## config.mk

```make
export PLATFORM = sky130hd
export DESIGN_NAME = seg7_scan
export DESIGN_NICKNAME = d
export VERILOG_FILES = /design/src/rtl/seg7_scan.sv
export SDC_FILE = /design/constraint.sdc
export NUM_CORES = 1
export LEC_CHECK = 0
export CORE_ASPECT_RATIO = 1.4
export CORE_UTILIZATION = 60
export DETAILED_ROUTE_END_ITERATION = 12
export PLACE_DENSITY = 0.83
export SKIP_CTS_REPAIR_TIMING = 1
export SYNTH_ARGS = -nofsm -noshare
export SYNTH_HDL_FRONTEND = slang
export SYNTH_SLANG_ARGS = --single-unit
```

## constraint.sdc

```tcl
create_clock -name clk -period 6.4 [get_ports clk]
set_clock_uncertainty 0.2 [all_clocks]
set_input_delay 0.96 -clock clk [delete_from_list [all_inputs] [get_ports clk]]
set_output_delay 0.96 -clock clk [all_outputs]
set_load 0.01 [all_outputs]
```

## src/rtl/seg7_scan.sv

```systemverilog
// seg7_scan: multiplexed 7-segment display driver for DIGITS digits, with hex or raw
// segment decoding. Define SEG7_SCAN_DIM_EN to add a brightness input with 16-step PWM dimming.

module seg7_scan #(
  parameter int DIGITS = 4,
  parameter int DIV    = 50000
) (
  input  logic              clk,
  input  logic              reset_n,
  input  logic              wr_en,
  input  logic [2:0]        wr_addr,
  input  logic [7:0]        wr_data,
  input  logic              raw_mode,
`ifdef SEG7_SCAN_DIM_EN
  input  logic [3:0]        brightness,
`endif
  output logic              wr_ack,
  output logic [0:6]        seg,
  output logic              dp,
  output logic [0:DIGITS-1] an
);

  localparam int             PW        = $clog2(DIV);
  localparam int             IW        = (DIGITS > 1) ? $clog2(DIGITS) : 1;
  localparam logic [PW-1:0]  PRESC_MAX = PW'(DIV - 1);
  localparam logic [IW-1:0]  IDX_MAX   = IW'(DIGITS - 1);
  localparam logic [3:0]     DIG_LIM   = 4'(DIGITS);

  // Write port has no backpressure: a write is taken on any clk edge with wr_en=1 and
  // wr_addr<DIGITS, and wr_ack is high for exactly the one cycle that follows it.

  logic [PW-1:0]     presc_q, presc_d;
  logic [IW-1:0]     idx_q, idx_d;
  logic              run_q, run_d;
  logic [7:0]        digit_q [DIGITS];
  logic [7:0]        digit_d [DIGITS];
  logic              wr_ack_q, wr_ack_d;
  logic [0:6]        seg_q, seg_d;
  logic              dp_q, dp_d;
  logic [0:DIGITS-1] an_q, an_d;
  logic              tick, wr_hit, lit;
  logic [7:0]        cur;
`ifdef SEG7_SCAN_DIM_EN
  logic [3:0]        pwm_q, pwm_d;
`endif

  function automatic logic [0:6] hex_seg(input logic [3:0] v);
    logic [0:6] s;
    s = '1;
    case (v)
      4'h0: s = 7'b0000001;
      4'h1: s = 7'b1001111;
      4'h2: s = 7'b0010010;
      4'h3: s = 7'b0000110;
      4'h4: s = 7'b1001100;
      4'h5: s = 7'b0100100;
      4'h6: s = 7'b0100000;
      4'h7: s = 7'b0001111;
      4'h8: s = 7'b0000000;
      4'h9: s = 7'b0000100;
      4'hA: s = 7'b0001000;
      4'hB: s = 7'b1100000;
      4'hC: s = 7'b0110001;
      4'hD: s = 7'b1000010;
      4'hE: s = 7'b0110000;
      4'hF: s = 7'b0111000;
      default: s = '1;
    endcase
    return s;
  endfunction

  always_comb begin
    tick     = (presc_q == PRESC_MAX);
    presc_d  = tick ? '0 : presc_q + 1'b1;
    wr_hit   = wr_en && ({1'b0, wr_addr} < DIG_LIM);
    wr_ack_d = wr_hit;
    digit_d  = digit_q;
    if (wr_hit) digit_d[wr_addr[IW-1:0]] = wr_data;

    // The first tick after reset opens digit 0's slot; later ticks advance the index.
    run_d = run_q | tick;
    idx_d = idx_q;
    if (tick && run_q) idx_d = (idx_q == IDX_MAX) ? '0 : idx_q + 1'b1;

    cur = digit_q[idx_q];
    if (raw_mode) begin
      seg_d = ~cur[6:0];
      dp_d  = ~cur[7];
    end else if (cur[4]) begin
      seg_d = '1;
      dp_d  = 1'b1;
    end else begin
      seg_d = hex_seg(cur[3:0]);
      dp_d  = ~cur[7];
    end

    // Anodes stay dark before the scan starts and for the guard cycle after every tick.
    lit = run_q && !tick;
`ifdef SEG7_SCAN_DIM_EN
    lit   = lit && (pwm_q < brightness);
    pwm_d = pwm_q + 4'd1;
`endif
    for (int i = 0; i < DIGITS; i++) an_d[i] = !(lit && (idx_q == IW'(i)));
  end

  always_ff @(posedge clk) begin
    if (!reset_n) begin
      presc_q  <= '0;
      idx_q    <= '0;
      run_q    <= 1'b0;
      digit_q  <= '{default: 8'h10};
      wr_ack_q <= 1'b0;
      seg_q    <= '1;
      dp_q     <= 1'b1;
      an_q     <= '1;
`ifdef SEG7_SCAN_DIM_EN
      pwm_q    <= '0;
`endif
    end else begin
      presc_q  <= presc_d;
      idx_q    <= idx_d;
      run_q    <= run_d;
      digit_q  <= digit_d;
      wr_ack_q <= wr_ack_d;
      seg_q    <= seg_d;
      dp_q     <= dp_d;
      an_q     <= an_d;
`ifdef SEG7_SCAN_DIM_EN
      pwm_q    <= pwm_d;
`endif
    end
  end

  assign wr_ack = wr_ack_q;
  assign seg    = seg_q;
  assign dp     = dp_q;
  assign an     = an_q;

endmodule

```

==> flow_metrics.env, run 1 <==
export IMPL_place_congestion=0.862
export IMPL_final_cell_mix="nand2_1 (77), dfxtp_1 (64), a21oi_1 (36)"
export IMPL_fmax_mhz=290
export IMPL_whs_endpoint="digit_q[15]"
export IMPL_grt_remaining_overflow=0
export IMPL_drv_slew=0
export IMPL_rsz0062_at_grt="no"
export IMPL_grt_pass1_wl_mm=9.89
export IMPL_synth_edf_count=0
export IMPL_vias_per_cell=5.63
export IMPL_power_leakage_nw=1.14
export IMPL_cp_slowest_cell="clkinv_1"
export IMPL_start_kind="input port"
export IMPL_clk_path_buf_depth=2
export IMPL_ir_worst_vdd_uv=163
export IMPL_drtAntennaViolNets=0
export IMPL_whs_path_depth=2
export IMPL_drive_gt1_frac=0.0658
export IMPL_drt_iter0_markers=121
export IMPL_min_path_type="reg2reg"
export IMPL_rr_worst_depth=6
export IMPL_grt_pass1_vias=2201
export IMPL_avgRoutedWirePerCell_um=14.2
export IMPL_layout_commonest_cell="nand2_1"
export IMPL_root_buffer="clkbuf_8"
export IMPL_setup_violations=0
export IMPL_critPathMaxFanout=36
export IMPL_rr_startpoint="idx_q[1]"
export IMPL_worstMarginPinSlew_ns=1.10
export IMPL_holdWs_ns=0.256
export IMPL_diodes=0
export IMPL_h_tree_depth=3
export IMPL_syn_area_per_cell_um2=8.79
export IMPL_syn_inst=335
export IMPL_syn_nets=361
export IMPL_die_y_um=84.9
export IMPL_die_area_mm2=0.00520
export IMPL_tritoncts="built"
export IMPL_core_area_mm2=0.00461
export IMPL_drc=0
export IMPL_wirelength_mm=6.08
export IMPL_area_growth_pct=15.9
export IMPL_clk_pin_slew_ns=0.06
export IMPL_setup_tns_ns=0
export IMPL_clk_latency_ns=0.34
export IMPL_status="finished, final reports clean"
export IMPL_yosysUniqueCellTypes=45
export IMPL_grt_max_degree=37
export IMPL_cp_end_kind="register"
export IMPL_synth_top_cell_by_area="dfxtp_1"
export IMPL_async_flop_share=0
export IMPL_relSlewSlack=0.260
export IMPL_min_period_ns=3.45
export IMPL_synth_ff_latch_count=64
export IMPL_cp_arrival_ns=3.48
export IMPL_grt_usage=0.261
export IMPL_io_buffers=27
export IMPL_ys_warn_count=0
export IMPL_worstPathBufferInverterCount=2
export IMPL_cts_inserted_buffers=9
export IMPL_cts_sinks=64
export IMPL_hold_viol=0
export IMPL_ys_top_cells_by_area="dfxtp_1 (44%), nand2_1 (9.8%), a21oi_1 (6.1%)"
export IMPL_start_util=0.639
export IMPL_hp_start="digit_q[15]"
export IMPL_p_total_w=0.000785
export IMPL_critPathTopFamily="buffers and inverters"
export IMPL_std_cell_rows=29
export IMPL_fin_nets=386
export IMPL_drv_cap=0
export IMPL_yosys_area_top_type_share=0.435
export IMPL_filler_cell_count=341
export IMPL_syn_area_mm2=0.00295
export IMPL_path_class="in2reg"
export IMPL_dr_total_vias=2403
export IMPL_powerDensity_mw_per_mm2=230
export IMPL_seq_area_frac_synth=0.435
export IMPL_regToRegSetupSlack_ns=3.54
export IMPL_cp_cell_sequence="clkdlybuf4s50_1, clkinv_1, a41o_1, nor2_1, nand2_1"
export IMPL_die_w_um=61.2
export IMPL_r2r_end="seg[3]"
export IMPL_synth_ff_type="dfxtp_1"
export IMPL_first_pass_iters=5
export IMPL_antenna_found_initial=0
export IMPL_worstPathRequired_ns=6.43
export IMPL_critPathMaxStageDelay_ns=0.81
export IMPL_hpwlAfterDp_mm=4.24
export IMPL_io_pins=28
export IMPL_fin_crit_sh=0.540
==> flip-flops by register name, summed over array words and instances (netlist names) <==
register / cells
digit_q: 32
presc_q: 16
seg: 7
an: 4
idx_q: 2
dp: 1
run_q: 1
wr_ack: 1
==> stage by stage <==
stage | area [µm²] | setup WS [ns] | util | instances
2_1_floorplan | 2950 | 3.96 | - | 335
3_3_place_gp | 3230 | 2.60 | 0.701 | 411
3_5_place_dp | 3230 | 2.58 | 0.701 | 411
4_1_cts | 3410 | 2.95 | 0.741 | 427
5_1_grt | 3410 | 2.64 | 0.741 | 427
6_report | 3410 | 2.95 | 0.741 | 427
==> power breakdown <==
group	leakage, nW	internal (W)	switching (W)
Combinational	0.536	0.0000229	0.0000276
Sequential	0.519	0.000407	0.00000453
Clock	0.0876	0.000180	0.000144
Total	1.14	0.000609	0.000176
==> routing by layer <==
metal / routed length, µm / global-route usage
met1: 2620 / 0.302
met2: 3170 / 0.422
met3: 224 / 0.0777
met4: 69 / 0.136
met5: 0 / 0
==> synthesized netlist by cell type (2+ instances only) <==
master	number
dfxtp_1	64
xor2_1	2
nor4_1	5
a2111oi_0	2
nand4_1	4
clkbuf_1	10
o221a_1	3
inv_1	12
mux2i_1	6
a31oi_1	3
mux2_2	3
and3_1	3
o21ai_0	6
nand3_1	13
nor3b_1	3
ha_1	11
a21oi_1	36
xnor2_1	11
mux4_2	6
nand2_1	77
nor2_1	18
or3_1	4
nand2b_1	3
buf_6	2
mux4_1	2
nand3b_1	3
nor3_1	5
==> worst max path at each step <==
stage / start / end / cells after the start / slack, ns
floorplan: idx_q[0] / seg[3] / 6 / 3.96
global placement: reset_n / an[3] / 5 / 2.60
detailed placement: reset_n / an[2] / 5 / 2.58
CTS: reset_n / an[2] / 5 / 2.95
global route: reset_n / an[0] / 5 / 2.64
finish: reset_n / an[2] / 5 / 2.95
==> area by class of cell <==
type | instances | area [µm²] | share of cell area
Clock inverter | 3 | 42.5 | 0.0125
Tap cell | 62 | 77.6 | 0.0227
Multi-Input combinational cell | 244 | 1550 | 0.453
Inverter | 13 | 48.8 | 0.0143
Sequential cell | 64 | 1280 | 0.375
Timing Repair Buffer | 28 | 278 | 0.0814
Clock buffer | 13 | 139 | 0.0407
==> logic make-up after synthesis <==
kind of cell	count (synthesis)	synth area share
AOI/OAI and AO/OA	59	0.121
and+or+nand+nor	144	0.223
DFF	64	0.435
adders and majority gates	11	0.0467
buffers and inverters	27	0.0399
muxes	17	0.0956
xor gates and xnor gates	13	0.0387
==> worst reg2reg max path: cells and delay by family, from the launching register on <==
kind	cells	cell delay, ns
fa+ha+maj	1	0.29
buf+inv	1	0.13
mux	2	0.74
flops	1	0.78
compound gates	2	0.59
No activity file was read; power rests on OpenSTA's default activity.
==> inputs of run 2 (changes only) <==
CORE_UTILIZATION = 51   (was 60)
PLACE_DENSITY = 0.75   (was 0.83)
clock period = 2.9 ns   (was 6.4 ns; I/O delays follow)
==> run 2 against run 1 <==
Compared with the run above: final area up 1.4%; die area up 17%; critical path depth unchanged; count of clock-buffer cells in the layout down 1; flip-flop and latch count unchanged; total power up 110%; sequential power up 120%; sequential share of layout area down 0.50 points; critical endpoint is now seg[3]; largest power group unchanged; highest routed layer unchanged.
==> flow_metrics.env, run 2 (synthesis results as in run 1) <==
export IMPL_status="finished, final reports clean"
export IMPL_ir_worst_vdd_uv=347
export IMPL_p_comb_frac=0.070
export IMPL_antenna_found_initial=0
export IMPL_cp_end_kind="register"
export IMPL_drtAntennaViolNets=0
export IMPL_stdcell_count=438
export IMPL_drt_iter0_markers=87
export IMPL_clkPwrFrac=0.386
export IMPL_largest_register_ffs=32
export IMPL_critPathMaxFanout=7
export IMPL_fin_crit_sh=0.930
export IMPL_fmax_mhz=371
export IMPL_diodes=0
export IMPL_drv_slew=0
export IMPL_fin_nets=394
export IMPL_clk_latency_ns=0.35
export IMPL_path_class="reg2reg"
export IMPL_dp_cells=425
export IMPL_hold_viol=0
export IMPL_relSlewSlack=0.610
export IMPL_clk_path_buf_depth=2
export IMPL_setup_violations=0
export IMPL_rsz0062_at_grt="no"
export IMPL_core_area_mm2=0.00553
export IMPL_wirelength_mm=6.42
export IMPL_root_buffer="clkbuf_8"
export IMPL_rr_startpoint="idx_q[0]"
export IMPL_setup_tns_ns=0
export IMPL_dpl_instance_area_mm2=0.00330
export IMPL_power_switching_w=0.000376
export IMPL_drive_gt1_frac=0.0865
export IMPL_clk_pin_slew_ns=0.06
export IMPL_min_path_type="reg2reg"
export IMPL_layout_commonest_cell="nand2_1"
export IMPL_fin_area_mm2=0.00346
export IMPL_grt_max_degree=34
export IMPL_grt_pass1_vias=2341
export IMPL_drc=0
export IMPL_grt_usage=0.240
export IMPL_start_kind="register"
export IMPL_io_buffers=27
export IMPL_h_tree_depth=3
export IMPL_grt_pass1_wl_mm=10.8
export IMPL_dr_total_vias=2449
export IMPL_worstPathRequired_ns=2.91
export IMPL_grt_remaining_overflow=0
export IMPL_rr_worst_depth=5
export IMPL_die_w_um=66.2
export IMPL_first_pass_iters=4
export IMPL_power_leakage_nw=1.18
export IMPL_hp_start="digit_q[14]"
export IMPL_powerDensity_mw_per_mm2=482
export IMPL_whs_endpoint="digit_q[14]"
export IMPL_cp_arrival_ns=2.71
export IMPL_r2r_end="seg[3]"
export IMPL_die_area_mm2=0.00609
export IMPL_io_pins=28
export IMPL_drv_cap=0
export IMPL_avgRoutedWirePerCell_um=14.7
export IMPL_std_cell_rows=32
export IMPL_die_y_um=91.9
export IMPL_hpwlAfterDp_mm=4.62
export IMPL_largest_register="digit_q"
export IMPL_tritoncts="built"
export IMPL_final_util=0.626
export IMPL_whs_path_depth=2
export IMPL_cts_inserted_buffers=9
export IMPL_p_int_w=0.00129
export IMPL_cp_startpoint="idx_q[0]"
export IMPL_final_cell_mix="nand2_1 (77), dfxtp_1 (64), a21oi_1 (36)"
export IMPL_worstMarginPinSlew_ns=0.571
export IMPL_min_period_ns=2.70
export IMPL_regToRegSetupSlack_ns=0.20
export IMPL_vias_per_cell=5.59
export IMPL_start_util=0.533
export IMPL_holdWs_ns=0.253
export IMPL_cts_sinks=64
export IMPL_area_growth_pct=17.5
export IMPL_seq_power_share=0.544
export IMPL_switching_share=0.225
export IMPL_place_congestion=0.918
## run 2: worst max-delay path by stage
| stage | endpoint | cells after the start | slack, ns |
|---|---|---|---|
| 2_1_floorplan | seg[3] | 6 | 0.46 |
| 3_3_place_gp | seg[3] | 5 | 0.34 |
| 3_5_place_dp | seg[3] | 5 | 0.30 |
| 4_1_cts | seg[3] | 5 | 0.27 |
| 5_1_grt | seg[3] | 5 | 0.1 |
| 6_report | seg[3] | 5 | 0.20 |
## run 2: routing by layer
metal	vias up	GRT usage	routed length [µm]
met2	46	0.427	3400
met4	0	0.147	166
li1	1230	-	-
met1	1159	0.253	2680
met5	-	0	0
met3	14	0.0423	179
## run 2: power groups by stage
stage | clock network (W) | logic (W) | registers, W
6_report | 0.000644 | 0.000116 | 0.000908
4_1_cts | 0.000664 | 0.000116 | 0.000908
5_1_grt | 0.000696 | 0.000128 | 0.000910
3_5_place_dp | 0 | 0.000116 | 0.000928
2_1_floorplan | 0 | 0.0000614 | 0.000927
3_3_place_gp | 0 | 0.000115 | 0.000927
## run 2: layout make-up
| class | instances | area (µm²) |
|---|---|---|
| sequential | 64 | 1280 |
| inverter | 13 | 48.8 |
| multi-input combinational | 244 | 1550 |
| clock inverter | 1 | 5.00 |
| fill | 477 | 2070 |
| tap | 68 | 85.1 |
| timing repair buffer | 36 | 338 |
| clock buffer | 12 | 155 |
## run 2: worst max-delay path, cell delays in order, from the launching register on
cell	delay [ns]
dfxtp_1	0.41
mux4_1	0.73
ha_1	0.28
mux2_2	0.26
a2111oi_0	0.57
o31ai_1	0.12
## run 2: metrics by stage
step | power, W | setup WS, ns
floorplan | 0.000989 | 0.462
global placement | 0.00104 | 0.338
detailed placement | 0.00104 | 0.296
CTS | 0.00169 | 0.271
global route | 0.00173 | 0.0953
finish | 0.00167 | 0.204
